[src/rtl/conv_filter_pkg.sv]
// conv_filter_pkg
// Shared types and constants for the 3x3 convolution filter configuration
// controller: frame-tracking FSM states, host register map, the layout of a
// configuration bank and its reset (identity) value, plus small helpers for
// decoding and applying host writes to a bank.
package conv_filter_pkg;

    // Frame tracking states: no frame in progress / inside a frame.
    typedef enum logic {
        S_IDLE  = 1'b0,
        S_FRAME = 1'b1
    } frame_state_t;

    localparam int CFG_DATA_W = 8;  // host write data width, widest field
    localparam int NUM_TAPS   = 9;  // 3x3 kernel, tap index = row*3+col

    // Host register map: 0-8 kernel taps, then divisor and bias, rest reserved.
    localparam logic [3:0] ADDR_LAST_TAP = 4'd8;
    localparam logic [3:0] ADDR_DIV      = 4'd9;
    localparam logic [3:0] ADDR_BIAS     = 4'd10;

    // One full configuration. Fields are stored at host data width; the
    // narrow fields (taps, divisor) only carry meaning in their low bits.
    typedef struct packed {
        logic [NUM_TAPS-1:0][CFG_DATA_W-1:0] coef;
        logic [CFG_DATA_W-1:0]               div_coef;
        logic [CFG_DATA_W-1:0]               bias;
    } cfg_bank_t;

    // Identity kernel: only the centre tap (index 4) is 1.
    localparam logic [NUM_TAPS-1:0][CFG_DATA_W-1:0] IDENTITY_KERNEL =
        72'h00_00_00_00_01_00_00_00_00;

    localparam cfg_bank_t CFG_RESET_BANK = '{
        coef:     IDENTITY_KERNEL,
        div_coef: 8'd1,
        bias:     8'd0
    };

    function automatic logic addr_reserved(input logic [3:0] addr);
        return addr > ADDR_BIAS;
    endfunction

    // Returns the bank with the addressed field replaced; reserved
    // addresses leave it untouched.
    function automatic cfg_bank_t bank_write(input cfg_bank_t bank,
                                             input logic [3:0] addr,
                                             input logic [CFG_DATA_W-1:0] data);
        cfg_bank_t result;
        result = bank;
        if (addr <= ADDR_LAST_TAP) begin
            result.coef[addr] = data;
        end else if (addr == ADDR_DIV) begin
            result.div_coef = data;
        end else if (addr == ADDR_BIAS) begin
            result.bias = data;
        end
        return result;
    endfunction

endpackage

[src/rtl/frame_pos_tracker.sv]
// frame_pos_tracker
// Follows the video stream's line markers to know whether a frame is in
// progress and when it closes.
//   clk, reset   : pixel clock, synchronous active-high reset
//   sop_i, eop_i : line start / line end markers (monitored only)
//   in_frame     : registered, high while a frame is in progress
//   frame_end    : combinational, high on the eop_i that closes the frame
//   fault        : combinational, high on a stray sop_i past the last line
module frame_pos_tracker
    import conv_filter_pkg::*;
#(
    parameter int LINES_PER_FRAME = 720
) (
    input  logic clk,
    input  logic reset,
    input  logic sop_i,
    input  logic eop_i,
    output logic in_frame,
    output logic frame_end,
    output logic fault
);

    // One extra code is needed to park the counter on a stray line.
    localparam int CNT_W = $clog2(LINES_PER_FRAME + 2);
    localparam logic [CNT_W-1:0] LAST_LINE  = CNT_W'(LINES_PER_FRAME);
    localparam logic [CNT_W-1:0] STRAY_LINE = CNT_W'(LINES_PER_FRAME + 1);

    frame_state_t     state_reg, state_next;
    logic [CNT_W-1:0] line_reg, line_next;
    logic             past_last;

    // The counter only leaves zero inside a frame, so this is never true
    // in S_IDLE.
    assign past_last = line_reg >= LAST_LINE;
    assign in_frame  = (state_reg == S_FRAME);
    // A frame that overran (stray sop) still closes on the next eop.
    assign frame_end = in_frame & eop_i & past_last;
    assign fault     = in_frame & sop_i & ~frame_end & past_last;

    always_ff @(posedge clk) begin
        if (reset) begin
            state_reg <= S_IDLE;
            line_reg  <= '0;
        end else begin
            state_reg <= state_next;
            line_reg  <= line_next;
        end
    end

    always_comb begin
        state_next = state_reg;
        line_next  = line_reg;
        if (frame_end) begin
            state_next = S_IDLE;
            line_next  = '0;
        end else if (sop_i) begin
            state_next = S_FRAME;
            line_next  = past_last ? STRAY_LINE : line_reg + CNT_W'(1);
        end
    end

endmodule

[src/rtl/conv_filter_cfg_ctrl.sv]
// conv_filter_cfg_ctrl
// Double-buffered configuration for the 3x3 convolution filter. The host
// fills a shadow bank and requests a commit; the shadow bank is copied to
// the active bank either immediately (no frame in progress) or on the edge
// that closes the current frame, so a frame never sees a mixed kernel.
//   clk, reset         : pixel clock, synchronous active-high reset
//   cfg_wr/addr/wdata  : shadow write port (0-8 taps, 9 divisor, 10 bias)
//   cfg_commit         : request to apply the shadow bank
//   cfg_ready          : writes and commits accepted
//   cfg_pending        : commit armed, waiting for the frame to close
//   cfg_err            : sticky error, cleared by an accepted commit
//   apply_o            : one-cycle pulse when the active bank changes
//   sop_i, eop_i       : stream line markers
//   coef/div_coef/bias_factor : active configuration to the filter
module conv_filter_cfg_ctrl
    import conv_filter_pkg::*;
#(
    parameter int COEF_WIDTH      = 5,
    parameter int LINES_PER_FRAME = 720
) (
    input  logic                         clk,
    input  logic                         reset,
    input  logic                         cfg_wr,
    input  logic [3:0]                   cfg_addr,
    input  logic [7:0]                   cfg_wdata,
    input  logic                         cfg_commit,
    output logic                         cfg_ready,
    output logic                         cfg_pending,
    output logic                         cfg_err,
    output logic                         apply_o,
    input  logic                         sop_i,
    input  logic                         eop_i,
    output logic signed [COEF_WIDTH-1:0] coef [3][3],
    output logic signed [COEF_WIDTH-1:0] div_coef,
    output logic [7:0]                   bias_factor
);

    cfg_bank_t shadow_reg, shadow_next;
    cfg_bank_t active_reg, active_next;
    logic      ready_reg, ready_next;
    logic      pending_reg, pending_next;
    logic      err_reg, err_next;
    logic      apply_reg, apply_next;

    logic in_frame, frame_end, fault;
    logic write_ok, write_bad;
    logic commit_ok, div_zero, commit_reject, commit_good;
    logic apply_now, arm_pending, apply_pend, do_apply;
    logic unused_bank_bits;

    frame_pos_tracker #(
        .LINES_PER_FRAME (LINES_PER_FRAME)
    ) u_tracker (
        .clk       (clk),
        .reset     (reset),
        .sop_i     (sop_i),
        .eop_i     (eop_i),
        .in_frame  (in_frame),
        .frame_end (frame_end),
        .fault     (fault)
    );

    assign write_ok  = cfg_wr & ready_reg & ~addr_reserved(cfg_addr);
    assign write_bad = cfg_wr & (~ready_reg | addr_reserved(cfg_addr));

    // A write in the same cycle as the commit must be part of what is
    // committed, so every commit decision looks at shadow_next.
    always_comb begin
        shadow_next = shadow_reg;
        if (write_ok) begin
            shadow_next = bank_write(shadow_reg, cfg_addr, cfg_wdata);
        end
    end

    assign commit_ok     = cfg_commit & ready_reg;
    assign div_zero      = (shadow_next.div_coef[COEF_WIDTH-1:0] == '0);
    assign commit_reject = commit_ok & div_zero;
    assign commit_good   = commit_ok & ~div_zero;
    // Outside a frame the commit lands now, including the cycle carrying
    // the first sop_i, so that frame already uses the new kernel.
    assign apply_now     = commit_good & ~in_frame;
    assign arm_pending   = commit_good & in_frame;
    // While pending, ready is low, so the shadow bank is frozen and the
    // armed value is exactly what gets copied here.
    assign apply_pend    = pending_reg & frame_end;
    assign do_apply      = apply_now | apply_pend;

    always_comb begin
        active_next  = active_reg;
        ready_next   = ready_reg;
        pending_next = pending_reg;
        err_next     = err_reg;
        apply_next   = do_apply;

        if (do_apply) begin
            active_next = shadow_next;
        end

        if (arm_pending) begin
            pending_next = 1'b1;
            ready_next   = 1'b0;
        end else if (apply_pend) begin
            pending_next = 1'b0;
            ready_next   = 1'b1;
        end

        // A fresh error in the same cycle outranks the clear from a commit.
        if (write_bad | commit_reject | fault) begin
            err_next = 1'b1;
        end else if (commit_good) begin
            err_next = 1'b0;
        end
    end

    always_ff @(posedge clk) begin
        if (reset) begin
            shadow_reg  <= CFG_RESET_BANK;
            active_reg  <= CFG_RESET_BANK;
            ready_reg   <= 1'b1;
            pending_reg <= 1'b0;
            err_reg     <= 1'b0;
            apply_reg   <= 1'b0;
        end else begin
            shadow_reg  <= shadow_next;
            active_reg  <= active_next;
            ready_reg   <= ready_next;
            pending_reg <= pending_next;
            err_reg     <= err_next;
            apply_reg   <= apply_next;
        end
    end

    assign cfg_ready   = ready_reg;
    assign cfg_pending = pending_reg;
    assign cfg_err     = err_reg;
    assign apply_o     = apply_reg;

    genvar gi, gj;
    generate
        for (gi = 0; gi < 3; gi++) begin : g_row
            for (gj = 0; gj < 3; gj++) begin : g_col
                assign coef[gi][gj] =
                    $signed(active_reg.coef[gi*3+gj][COEF_WIDTH-1:0]);
            end
        end
    endgenerate

    assign div_coef    = $signed(active_reg.div_coef[COEF_WIDTH-1:0]);
    assign bias_factor = active_reg.bias;

    // Upper bits of the narrow fields have no consumer on the filter side.
    assign unused_bank_bits = ^active_reg;

endmodule

[config.mk]
export PLATFORM = sky130hd
export DESIGN_NAME = conv_filter_cfg_ctrl
export DESIGN_NICKNAME = d
export VERILOG_FILES = /design/src/rtl/conv_filter_pkg.sv /design/src/rtl/frame_pos_tracker.sv /design/src/rtl/conv_filter_cfg_ctrl.sv
export SDC_FILE = /design/constraint.sdc
export NUM_CORES = 1
export LEC_CHECK = 0
export ABC_AREA = 1
export BUFFER_PORTS_ARGS = -buffer_cell sky130_fd_sc_hd__buf_4
export CAP_MARGIN = 10
export CORE_ASPECT_RATIO = 0.5
export CORE_MARGIN = 3
export CORE_UTILIZATION = 50
export DETAILED_ROUTE_END_ITERATION = 8
export HOLD_SLACK_MARGIN = 0.06
export PLACE_DENSITY = 0.79
export SYNTH_ARGS = -nofsm -noshare
export SYNTH_HDL_FRONTEND = slang
export SYNTH_SLANG_ARGS = --single-unit
[constraint.sdc]
create_clock -name clk -period 5.8 [get_ports clk]
set_clock_uncertainty 0.2 [all_clocks]
set_input_delay 1.74 -clock clk [delete_from_list [all_inputs] [get_ports clk]]
set_output_delay 1.74 -clock clk [all_outputs]
set_load 0.05 [all_outputs]
# Yosys cells after proc, flatten, opt, wreduce, memory -nomap -nowiden
# Index checks and enable logic that the tools add are counted.
[totals] wordCells=80 reg_bits=161 output_inout_bits=62
[classes] eq_ne=2 reduce_logical=5 magnitude_cmp=5 bitwise=23 mux=16 addsub=1
[ops] operator="2-to-1 mux 88 bit" count=1
[ops] operator="bitwise mux 72 bit" count=1
[ops] operator="2-to-1 mux 72 bit" count=1
[ops] operator="demux 8 bit (select 4 bit)" count=1
[ops] operator="2-to-1 mux 8 bit" count=4
[ops] operator="2-to-1 mux 16 bit" count=1
[ops] operator="bitwise AND 1 bit" count=14
[ops] operator="adder 10 x 1 -> 10 bit (second input constant)" count=1
[ops] operator=">= comparator 10 bit (second input constant)" count=1
[ops] operator="2-to-1 mux 10 bit" count=1
[ops] operator="== test 4 bit (second input constant)" count=2
[ops] operator="2-to-1 mux 1 bit" count=6
[ops] operator="logical NOT 5 bit" count=1
[ops] operator="< comparator 4 x 5 -> 1 bit (second input constant)" count=1
[ops] operator="inverter 1 bit" count=5
[ops] operator=">= comparator 4 x 1 -> 1 bit (second input constant)" count=1
[ops] operator="greater-than comparator 4 bit (second input constant)" count=1
[ops] operator="less-or-equal comparator 4 bit (second input constant)" count=1
[ops] operator="OR 1 bit" count=4
[ops] operator="nonzero test 2 bit" count=2
[ops] operator="OR reduction 2 bit" count=1
[ops] operator="logical AND 1 bit" count=1

# Logic depth before layout (Yosys ltp)
[depth] word_depth=12 ltp_mapped=14

# Cells and area by module
# From an unflattened synthesis, not the netlist that was laid out.
[hier_totals] hier_cells=847 hier_area_um2=5909.4
[modules_own_cells] module="conv_filter_cfg_ctrl" area_each_um2=5208.7 instances=1 cells_each=757
[modules_own_cells] module="frame_pos_tracker" area_each_um2=700.7 instances=1 cells_each=90

# Worst setup path after synthesis
# OpenSTA, ideal clock, no wires.
[synth_path] path_kind="input port to flip-flop" startpoint="input cfg_addr[0]" endpoint="register active_reg (netlist bit coef[24])" setup_slack_ps=2455 t_required_ps=5485 path_buffers=2 arrival_time_ps=3030 stages=12 setup_ps=115 path_cell_list="nand2_1 nand2_1 a21oi_4 nand2_1 nand2_1 o21ai_2 nand3_2 nand3_2 buf_6 buf_6 a21oi_1 nor2_1"
[synth_between] elab_chain_len=9 word_cells_on_any_way=20 cone_classes="order compare (4); eq/ne (1); mux (7); bitwise (6); reduce/logical (2)"
[synth_lines] element="start: declaration" line_no="conv_filter_cfg_ctrl.sv:24" source="input logic [3:0] cfg_addr,"
[synth_lines] element="greater-than comparator 4 bit or == test 4 bit (tied branches)" line_no="conv_filter_pkg.sv:41, conv_filter_pkg.sv:53"
[synth_lines] element="inverter 1 bit or 2-to-1 mux 8 bit (tied branches)" line_no="conv_filter_cfg_ctrl.sv:63, conv_filter_pkg.sv:53"
[synth_lines] element="bitwise AND 1 bit or 2-to-1 mux 16 bit (tied branches)" line_no="conv_filter_cfg_ctrl.sv:63, conv_filter_pkg.sv:51"
[synth_lines] element="2-to-1 mux 88 bit *" line_no="conv_filter_cfg_ctrl.sv:70" source="if (write_ok) begin"
[synth_lines] element="logical NOT 5 bit" line_no="conv_filter_cfg_ctrl.sv:76" source="assign div_zero = (shadow_next.div_coef[COEF_WIDTH-1:0] == '0);"
[synth_lines] element="inverter 1 bit" line_no="conv_filter_cfg_ctrl.sv:78" source="assign commit_good = commit_ok & ~div_zero;"
[synth_lines] element="bitwise AND 1 bit" line_no="conv_filter_cfg_ctrl.sv:78"
[synth_lines] element="bitwise AND 1 bit" line_no="conv_filter_cfg_ctrl.sv:81" source="assign apply_now = commit_good & ~in_frame;"
[synth_lines] element="OR 1 bit" line_no="conv_filter_cfg_ctrl.sv:86" source="assign do_apply = apply_now | apply_pend;"
[synth_lines] element="end signal: assignment" line_no="conv_filter_cfg_ctrl.sv:125" source="active_reg <= active_next;"
[synth_lines] element="end: declaration" line_no="conv_filter_cfg_ctrl.sv:39" source="cfg_bank_t active_reg, active_next;"
# Every way passes the cells marked *; elsewhere a longest branch is shown, timed or not.
# A chain may end at the register's enable or synchronous reset.

# Worst setup path in the final report
[layout_path] startpoint="input cfg_addr[0]" endpoint="register active_reg (netlist bit coef[29])"
# Same word-level chain as after synthesis.

==> impl_metrics.toml <==
[outcome]
status = "completed"

[grt]
antenna_found_initial = 0
grt_pass1_wl_mm = 22.72
grt_use_total = 0.2192
overflow = 0
grt_max_degree = 68
grt_pass1_vias = 5049

[yosys]
syn_area_um2 = 5703
ys_seq_area_frac = 0.4599
synth_seq_cells = 131
synth.distinct_cells = 27
syn-num-nets = 858
synthCells = 838
syn_area_per_cell_um2 = 6.805
yosysWarnings = 0

[critical_path]
end_kind = "flip-flop"
crit_type = "input port to flip-flop"
rr_worst_depth = 10
crit_arrival_ns = 4.33
crit_buf_inv = 2
crit_start = "cfg_addr[0]"
crit_path_max_fanout = 67
worstPathCellList = "buf_4, nand2_1, nand2_1, a21oi_4, nand2_1, o21ai_2, nand3_2, nand3_4, buf_4, nand3_1, nand2_1, nor2_1"
path_common_cell = "nand2_1"
cp-start-kind = "input port"
max_stage_delay_ns = 0.61
crit_cells = 12
cpMaxStageDelayCell = "buf_4"
r2r-start = "cfg_ready"
crit_family = "simple AND/OR/NAND/NOR gates"
critPathRequiredTime_ns = 5.89

[clocking]
h-tree-depth = 4
clk_pin_slew_ns = 0.05
worstSkewPairLatency_ns = 0.41
cts-resized-gates = 0
ctsHoldBuffers = 0
root_buffer = "clkbuf_16"
cts_tree = "built"
clockBufferDepth = 2
cts_setup_buffers = 0
cts_buffers = 17
clock_sinks = 131

[detailed_routing]
drt_iter0_drc = 431
routed_via_density = 5.017
vias = 5288
antenna_left = 0
drt-wirelength-per-cell_um = 12.89
routed_wl_mm = 13.59
drc = 0
drtPass1Iterations = 5

[timing]
hold_viol_final = 0
fin_crit_ns = 4.236
fin_hold_ws_ns = 0.2797
tightest_slew_ns = 1.096
rsz0062_at_grt = "no"
fin_setup_tns_ns = 0
drv_slew = 0
slew_headroom = 0.2682
period_share = 0.7304
fmax_ghz = 0.2361
setup_viol = 0

[worst_hold_path]
hp-class = "flip-flop to flip-flop"
hold_depth = 2
worstHoldStart = "cfg_pending"

[floorplanning]
start_util = 0.5361
die_y_um = 81.52
die_width_um = 157.0
io_pins = 80
dieArea_um2 = 12800
core_region_area_um2 = 10640
rows = 26

[power]
power_mw = 2.559
p_per_area_nw_per_um2 = 368.3
p_leak_nw = 3.679
ir_drop_uv = 190.1

[finish]
largest_register_ffs = 58
n_fill_cell = 919
final_nets = 921
num_antenna_cells = 0
finish.utilization = 0.6530
syn2layout_area_growth_pct = 21.81
drive_gt1_frac = 0.1379

[flow_run]
maxCapViolCount = 0

[placement]
place.gp.congestion = 0.8103
hpwlAfterDp_mm = 8.299
port_buffers = 79
## kinds of logic (layout without fill, tap and decap cells)
group                      Yosys count  after routing  synth area share
adders and majority gates            2              2          0.004387
DFF                                131            131            0.4599
buffers and inverters              192            268            0.1345
and+or+nand+nor                    378            378            0.2727
xor gates and xnor gates             3              3          0.004608
AOI/OAI and AO/OA                  132            132            0.1240
## through the flow
step	instances	cell area, µm²	setup WS (ns)
2_1_floorplan	838	5703	2.455
3_3_place_gp	1022	6312	1.346
3_5_place_dp	1022	6312	1.285
4_1_cts	1054	6947	1.595
5_1_grt	1054	6947	1.388
6_report	1054	6947	1.564
## report_power, final
part / leakage, nW / switching, mW / internal (mW)
registers: 1.07 / 0.0284 / 0.952
logic: 2.30 / 0.307 / 0.127
clock network: 0.309 / 0.403 / 0.741
## Yosys cell counts, drive strengths merged
master  count  area (µm²)
a22oi       1       7.510
nand2     166       623.1
a31oi       1       6.260
ha          2       25.02
or2         2       12.51
clkbuf     24       90.09
nand3      74       385.4
inv       154       578.1
nor3        5       35.03
xor2        2       17.52
a21oi      70       361.6
nand4       2       12.51
o21ai      49       249.0
buf        14       98.84
a211oi      1       7.510
nor2      129       486.7
dfxtp     131        2623
o21a       10       75.07
xnor2       1       8.760
## layout by cell type, fill, tap and decap left out, types with 2 or more instances in the layout
cell,n
a21oi_1,69
buf_4,82
bufinv_16,4
clkbuf_16,17
clkbuf_8,2
clkinv_2,4
clkinv_4,2
clkinvlp_4,2
dfxtp_1,131
ha_1,2
inv_1,152
inv_2,2
nand2_1,166
nand3_1,71
nand3_2,2
nand4_1,2
nor2_1,128
nor3_1,3
nor3_2,2
o21a_1,10
o21ai_0,48
or2_2,2
xor2_1,2
## worst min-delay path: stages, from the launching register on
cell and delay [ns]:
dfxtp_1 0.32, nand2_1 0.07, nand2_1 0.04
## routing by layer
| metal | GRT usage | share of wire | up-vias |
|---|---|---|---|
| met5 | 0 | 0 | - |
| li1 | - | - | 2705 |
| met1 | 0.2644 | 0.45 | 2426 |
| met3 | 0.04895 | 0.046 | 20 |
| met4 | 0.08658 | 0.012 | 0 |
| met2 | 0.3872 | 0.49 | 137 |
## area by class of cell
type / count / area (µm²) / area share
timing repair buffer: 82 / 615.6 / 0.08862
sequential: 131 / 2623 / 0.3775
clock buffer: 19 / 452.9 / 0.06520
tap: 140 / 175.2 / 0.02522
multi-input combinational: 515 / 2321 / 0.3341
clock inverter: 13 / 181.4 / 0.02612
inverter: 154 / 578.1 / 0.08321
## worst paths after layout
path	slack [ns]	endpoint
setup / recovery	1.56	coef[29]
hold / removal	0.28	cfg_pending
setup reg to reg	2.65	coef[29]
hold reg to reg	0.28	cfg_pending
No activity file was read; power rests on OpenSTA's default activity.
